--- src/rtl/output_driver.sv ---
// Output-channel driver: programmable turn-on delay, minimum on/off times and a
// sticky max-on watchdog between GPIO command bits and actuator pins.
module output_driver #(
    parameter int unsigned CNT_W = 20
) (
    input  logic             clk,
    input  logic             rst,
    input  logic             enable,
    input  logic             cmd_in,
    input  logic [CNT_W-1:0] on_delay,
    input  logic [CNT_W-1:0] min_on,
    input  logic [CNT_W-1:0] min_off,
    input  logic [CNT_W-1:0] max_on,
    input  logic             clear_fault,
    output logic             signal_out,
    output logic             fault,
    output logic             active
);

    typedef enum logic [2:0] {
        S_IDLE  = 3'd0,
        S_DELAY = 3'd1,
        S_ON    = 3'd2,
        S_HOLD  = 3'd3,
        S_FAULT = 3'd4
    } state_t;

    state_t           state_q, state_d;
    logic [CNT_W-1:0] cnt_q, cnt_d;
    logic             signal_out_q, signal_out_d;
    logic             fault_q, fault_d;
    logic             active_q, active_d;

    // Next-state selection; conditions are in priority order within each state
    always_comb begin
        state_d = state_q;
        case (state_q)
            S_IDLE: begin
                if (enable && cmd_in) state_d = S_DELAY;
            end
            S_DELAY: begin
                if (!enable || !cmd_in)   state_d = S_IDLE;
                else if (cnt_q >= on_delay) state_d = S_ON;
            end
            S_ON: begin
                if ((max_on != '0) && (cnt_q >= max_on)) state_d = S_FAULT;
                else if (!enable)                        state_d = S_HOLD;
                else if (!cmd_in && (cnt_q >= min_on))   state_d = S_HOLD;
            end
            S_HOLD: begin
                if (cnt_q >= min_off) state_d = S_IDLE;
            end
            S_FAULT: begin
                if (clear_fault && !cmd_in) state_d = S_HOLD;
            end
            default: state_d = S_IDLE;
        endcase
    end

    // Interval counter: clears on any transition, otherwise saturating increment
    always_comb begin
        cnt_d = cnt_q;
        if (state_d != state_q) begin
            cnt_d = '0;
        end else if (!(&cnt_q)) begin
            cnt_d = cnt_q + CNT_W'(1);
        end
    end

    // Outputs are decoded from the next state so they register alongside it
    always_comb begin
        signal_out_d = 1'b0;
        fault_d      = 1'b0;
        active_d     = 1'b0;
        signal_out_d = (state_d == S_ON);
        fault_d      = (state_d == S_FAULT);
        active_d     = (state_d != S_IDLE);
    end

    always_ff @(posedge clk) begin
        if (rst) begin
            state_q      <= S_IDLE;
            cnt_q        <= '0;
            signal_out_q <= 1'b0;
            fault_q      <= 1'b0;
            active_q     <= 1'b0;
        end else begin
            state_q      <= state_d;
            cnt_q        <= cnt_d;
            signal_out_q <= signal_out_d;
            fault_q      <= fault_d;
            active_q     <= active_d;
        end
    end

    assign signal_out = signal_out_q;
    assign fault      = fault_q;
    assign active     = active_q;

endmodule

--- config.mk ---
export PLATFORM = sky130hd
export DESIGN_NAME = output_driver
export DESIGN_NICKNAME = d
export VERILOG_FILES = /design/src/rtl/output_driver.sv
export SDC_FILE = /design/constraint.sdc
export NUM_CORES = 1
export LEC_CHECK = 0
export ABC_AREA = 0
export BUFFER_PORTS_ARGS = -buffer_cell sky130_fd_sc_hd__buf_2
export CAP_MARGIN = 15
export CORE_AREA = 5 5 93 78
export CTS_BUF_LIST = sky130_fd_sc_hd__clkbuf_2 sky130_fd_sc_hd__clkbuf_4 sky130_fd_sc_hd__clkbuf_8
export DETAILED_ROUTE_END_ITERATION = 6
export DIE_AREA = 0 0 98 83
export PLACE_DENSITY = 0.81
export RECOVER_POWER = 50
export SLEW_MARGIN = 15
export SYNTH_ARGS = -nofsm -noshare
export SYNTH_HDL_FRONTEND = slang
export SYNTH_SLANG_ARGS = --single-unit
--- constraint.sdc ---
create_clock -name clk -period 6.93 [get_ports clk]
set_input_delay 1.0395 -clock clk [delete_from_list [all_inputs] [get_ports clk]]
set_output_delay 1.0395 -clock clk [all_outputs]
set_load 0.03 [all_outputs]
Word-level counts from Yosys, hierarchy flattened:

Index checks and enable logic that the tools add are counted.

* $add $sub $neg: 1
* magnitude comparators: 4
* equality and inequality tests: 7
* mux-type cells: 9
* reduce and logical (&&, ||, !) cells: 12

Operator list (number)
* greater-or-equal comparator 20 bit: 4
* 2-to-1 mux 3 bit: 8
* adder 20 x 1 -> 20 bit (second input constant): 1
* AND reduction 20 bit: 1
* nonzero test 20 bit: 1
* one-hot mux 3 bit (5 select lines): 1
* equality test 3 x 2 -> 1 bit (second input constant): 3
* equality test 3 bit (second input constant): 2
* logical AND 1 bit: 4
* equality test 3 x 1 -> 1 bit (second input constant): 1
* logical NOT 3 bit: 1
* inequality test 3 bit: 1
* nonzero test 3 bit: 1
* logical NOT 1 bit: 2
* OR reduction 2 bit: 1
* logical OR 1 bit: 1

* bits in registers: 26
* input bits: 85
* output and inout bits: 3
* word-level logic and storage cells: 38

Depth between registers and ports, before layout:

* depth in word-level cells: 8
* mapped depth: 11
* gate-level depth less buffers: 10

Worst setup path after synthesis:

Ideal clock, no wire load.

* path kind: input -> register
* from: input max_on[0]
* to: register cnt_q[11]
* library setup time: 115 ps
* arrival: 2677 ps
* required time: 6815 ps
* path slack: 4139 ps
* cell stages on the path: 10
* path buffers: 1
* cells stage by stage: ha_1 nand2b_4 a2111oi_4 o31ai_1 nand3_1 nand4_1 o21a_1 o21ai_2 buf_4 nor2_1

* word-level cells in the longest chain between the ends: 6
* elaborated cells on any way between the ends: 7
* those cells by class: order compare: 1; eq/ne: 1; mux: 2; reduce/logical: 3

RTL lines
* start, declared: RTL line 13 `input logic [CNT_W-1:0] max_on,`
* greater-or-equal comparator 20 bit / nonzero test 20 bit (equally long branches): RTL line 46 `if ((max_on != '0) && (cnt_q >= max_on)) state_d = S_FAULT;`
* logical AND 1 bit *: RTL line 46
* 2-to-1 mux 3 bit *: RTL line 46
* one-hot mux 3 bit (5 select lines) *: RTL line 37 `case (state_q)`
* inequality test 3 bit *: RTL line 63 `if (state_d != state_q) begin`
* OR reduction 2 bit (no line) *
* end signal, assigned: RTL line 89 `cnt_q <= cnt_d;`
* end, declared: RTL line 29 `logic [CNT_W-1:0] cnt_q, cnt_d;`

Mark *: on every way between the ends. The rest lies on a longest branch, timed or not.
A chain may end at the register's enable or synchronous reset.

Final worst setup path:

* from: input min_off[2]
* to: register cnt_q[0]

* word-level cells in the longest chain between the ends: 5

RTL lines
* start, declared: RTL line 12 `input logic [CNT_W-1:0] min_off,`
* greater-or-equal comparator 20 bit: RTL line 51 `if (cnt_q >= min_off) state_d = S_IDLE;`
* 2-to-1 mux 3 bit: RTL line 51
* one-hot mux 3 bit (5 select lines): RTL line 37
* inequality test 3 bit: RTL line 63
* OR reduction 2 bit (no line)

Every way passes these cells.

==> results.md <==
* Hold_ws at 0.620 ns
* Unrepaired setup endpoints after global routing: false
* Cell Int Power at 231 uW
* Initial Util at 0.531
* Sequential share of power at 0.471
* Critical Path RT at 6.99 ns
* Via density per instance at 5.38
* Fin. Hold Viols at 0
* Mapped Area at 0.00330 mm2
* Combinational share of power at 0.262
* Switching part of the total at 0.291
* Seq/Total Area, Yosys at 0.158
* Drt first-iter violations at 239
* Root buf cell: clkbuf_8
* PD cells at 84.8 mW/mm2
* Vias at 3255
* Die area at 0.00813 mm2
* Netlist cell types at 51
* Setup Skew at 0.00312 ns
* Die Y at 83 um
* Post-synth net total at 600
* Drt drc at 0
* Number of global-route vias before repair at 3121
* Num CTS Buffers at 3
* Slew headroom at -0.747
* EDFF count, synth at 0
* Psw at 95.0 uW
* Area grow syn2layout at 16.5%
* Synth Flop Type: dfxtp_1
* Final setup fails at 0
* Hold_buf cts at 0
* Nets at 689
* Min Clock Period, post-route at 4.70 ns
* Most common library cells after synthesis: inv_1 (82), ha_1 (81), a21oi_1 (40)
* Setup Fix Bufs, Post-CTS at 0
* Largest net degree at the start of global routing at 21
* Final WL at 8.45 mm
* Clk sinks at 26
* All-layer global routing usage at 0.205
* TritonCTS clock tree: built
* Clock power frac at 0.267
* CP Data Arrival Time at 4.75 ns
* GRT overflow at 0
* Ports at 88
* Yosys warnings at 0
* TritonRoute pass-1 iters at 5
* Yosys top cell by area: ha_1
* Die W at 98 um
* Worst skew pair latency at 0.27 ns
* Mapped Avg Cell Area at 7.61 um2
* Synth Register Bits at 26
* Area contributors post-synth: ha_1 (31%), dfxtp_1 (16%), inv_1 (9.3%)
* Clock buffer depth at 2
* HPWL Detailed at 7.22 mm
* P_leak at 0.00215 uW
* Hold path startpoint: cnt_q[0]
* # rows at 26
* Critical R2R Launch: cnt_q[0]
* # diodes at 0
* TNS Setup at 0 ns
* Layout cells sized above 1 at 0.194
* Max-cap violation count at 1
* Period utilisation layout at 0.678
* Placer congestion estimate at 0.954
* Top-area cell type share of the netlist area at 0.307
* Outcome: finished with violations
* Setup crit end kind: register
* Max frequency at 213 MHz
* Worst-Margin Slew at 2.59 ns
* H-tree depth at 1
* # port buffers at 87
* Ys async rst share at 0
* CORE AREA at 0.00621 mm2
* Worst hold path type: register to register
* Top-count cell post-synth: inv_1
* Slew Viols, Final at 21
* Drt wl/cell at 14.0 um
* Critical Path Source Type: input pin
* Mapped Cells at 434
* Clk pin slew, worst setup/hold paths at 0.09 ns
* First-pass GRT wire length at 14.2 mm
* Initial antenna violation count at 0
* Tot Pwr at 326 uW
* Highest net fanout along the worst path at 20
* Setup CP Type: input pin to register
* CP startpoint: min_off[2]
* Peak supply drop at 0.0542 mV
* Resized Gates After CTS at 0
* Post-route antenna net violation count at 0
* Failing checks: max-capacitance violations, max-slew violations
[flip-flops by register name, indices dropped and copies added, names as in the netlist]
name        count
cnt_q          20
state_q         3
active          1
fault           1
signal_out      1
[cell families (layout without fill, tap and decap cells)]
family / after synthesis / in the layout / synth area share
fa+ha+maj: 81 / 81 / 0.307
buf+inv: 85 / 172 / 0.102
simple gates: 139 / 139 / 0.226
xor+xnor: 14 / 14 / 0.0372
flops: 26 / 26 / 0.158
compound gates: 88 / 88 / 0.167
mux: 1 / 1 / 0.00303
[area by class of cell]
cell class | count | area [um2]
inverter | 82 | 308
tap | 84 | 105
clock buffer | 3 | 41.3
fill | 597 | 2370
multi-input combinational | 323 | 2440
sequential | 26 | 520
timing repair buffer | 87 | 430
[power groups by stage]
stage	registers (uW)	clock network [uW]	logic, uW
floorplan	157	0	49.0
detailed placement	157	0	85.8
global placement	157	0	81.3
finish	153	87.1	85.4
CTS	153	85.9	86.6
global route	154	89.9	99.1
[metrics by stage]
| stage | util | cell area, um2 | std cells | setup WS, ns |
|---|---|---|---|---|
| after detailed placement | 0.613 | 3810 | 602 | 3.29 |
| after global routing | 0.619 | 3840 | 605 | 1.91 |
| after CTS | 0.620 | 3850 | 605 | 3.56 |
| after global placement | 0.613 | 3810 | 602 | 3.35 |
| final | 0.619 | 3840 | 605 | 2.23 |
| after floorplan | - | 3300 | 434 | 4.14 |
[final timing paths]
kind	end	slack (ns)	cells past startpoint
worst max-delay path	cnt_q[0]	2.23	10
worst min-delay path	cnt_q[3]	0.62	3
worst max register to register	cnt_q[0]	2.57	9
worst min register to register	cnt_q[3]	0.62	3
[worst max-delay path, stage by stage]
cell and delay (ns):
buf_2 0.07, inv_1 0.03, ha_1 0.30, o211ai_1 0.11, a2111oi_0 0.48, o21ai_0 0.24, a21oi_1 0.30, a21oi_2 0.09
o21ai_0 1.94, nor2_1 0.16
[routing by layer]
layer,vias up,GRT usage,part of all wire
met3,9,0.0201,0.064
met2,103,0.325,0.44
met4,0,0.0528,0.015
li1,1680,-,-
met1,1463,0.294,0.48
met5,-,0,0
[layout by cell type, fill, tap and decap left out, types with 3 or more instances in the layout]
cell type	instances
ha_1	81
clkbuf_8	3
nor4_1	5
and4_1	3
dfxtp_1	26
nand3_1	13
xnor2_1	7
and3_1	3
nor3b_1	3
a211oi_1	5
nor2_1	37
nor3_1	8
nand2b_1	4
inv_1	82
o21a_1	5
a21oi_1	40
nand4_1	10
a21o_1	5
buf_2	83
xor2_1	7
nand2_1	36
clkbuf_1	4
o21ai_0	19
Note: power is estimated with default switching activity, not from simulation.
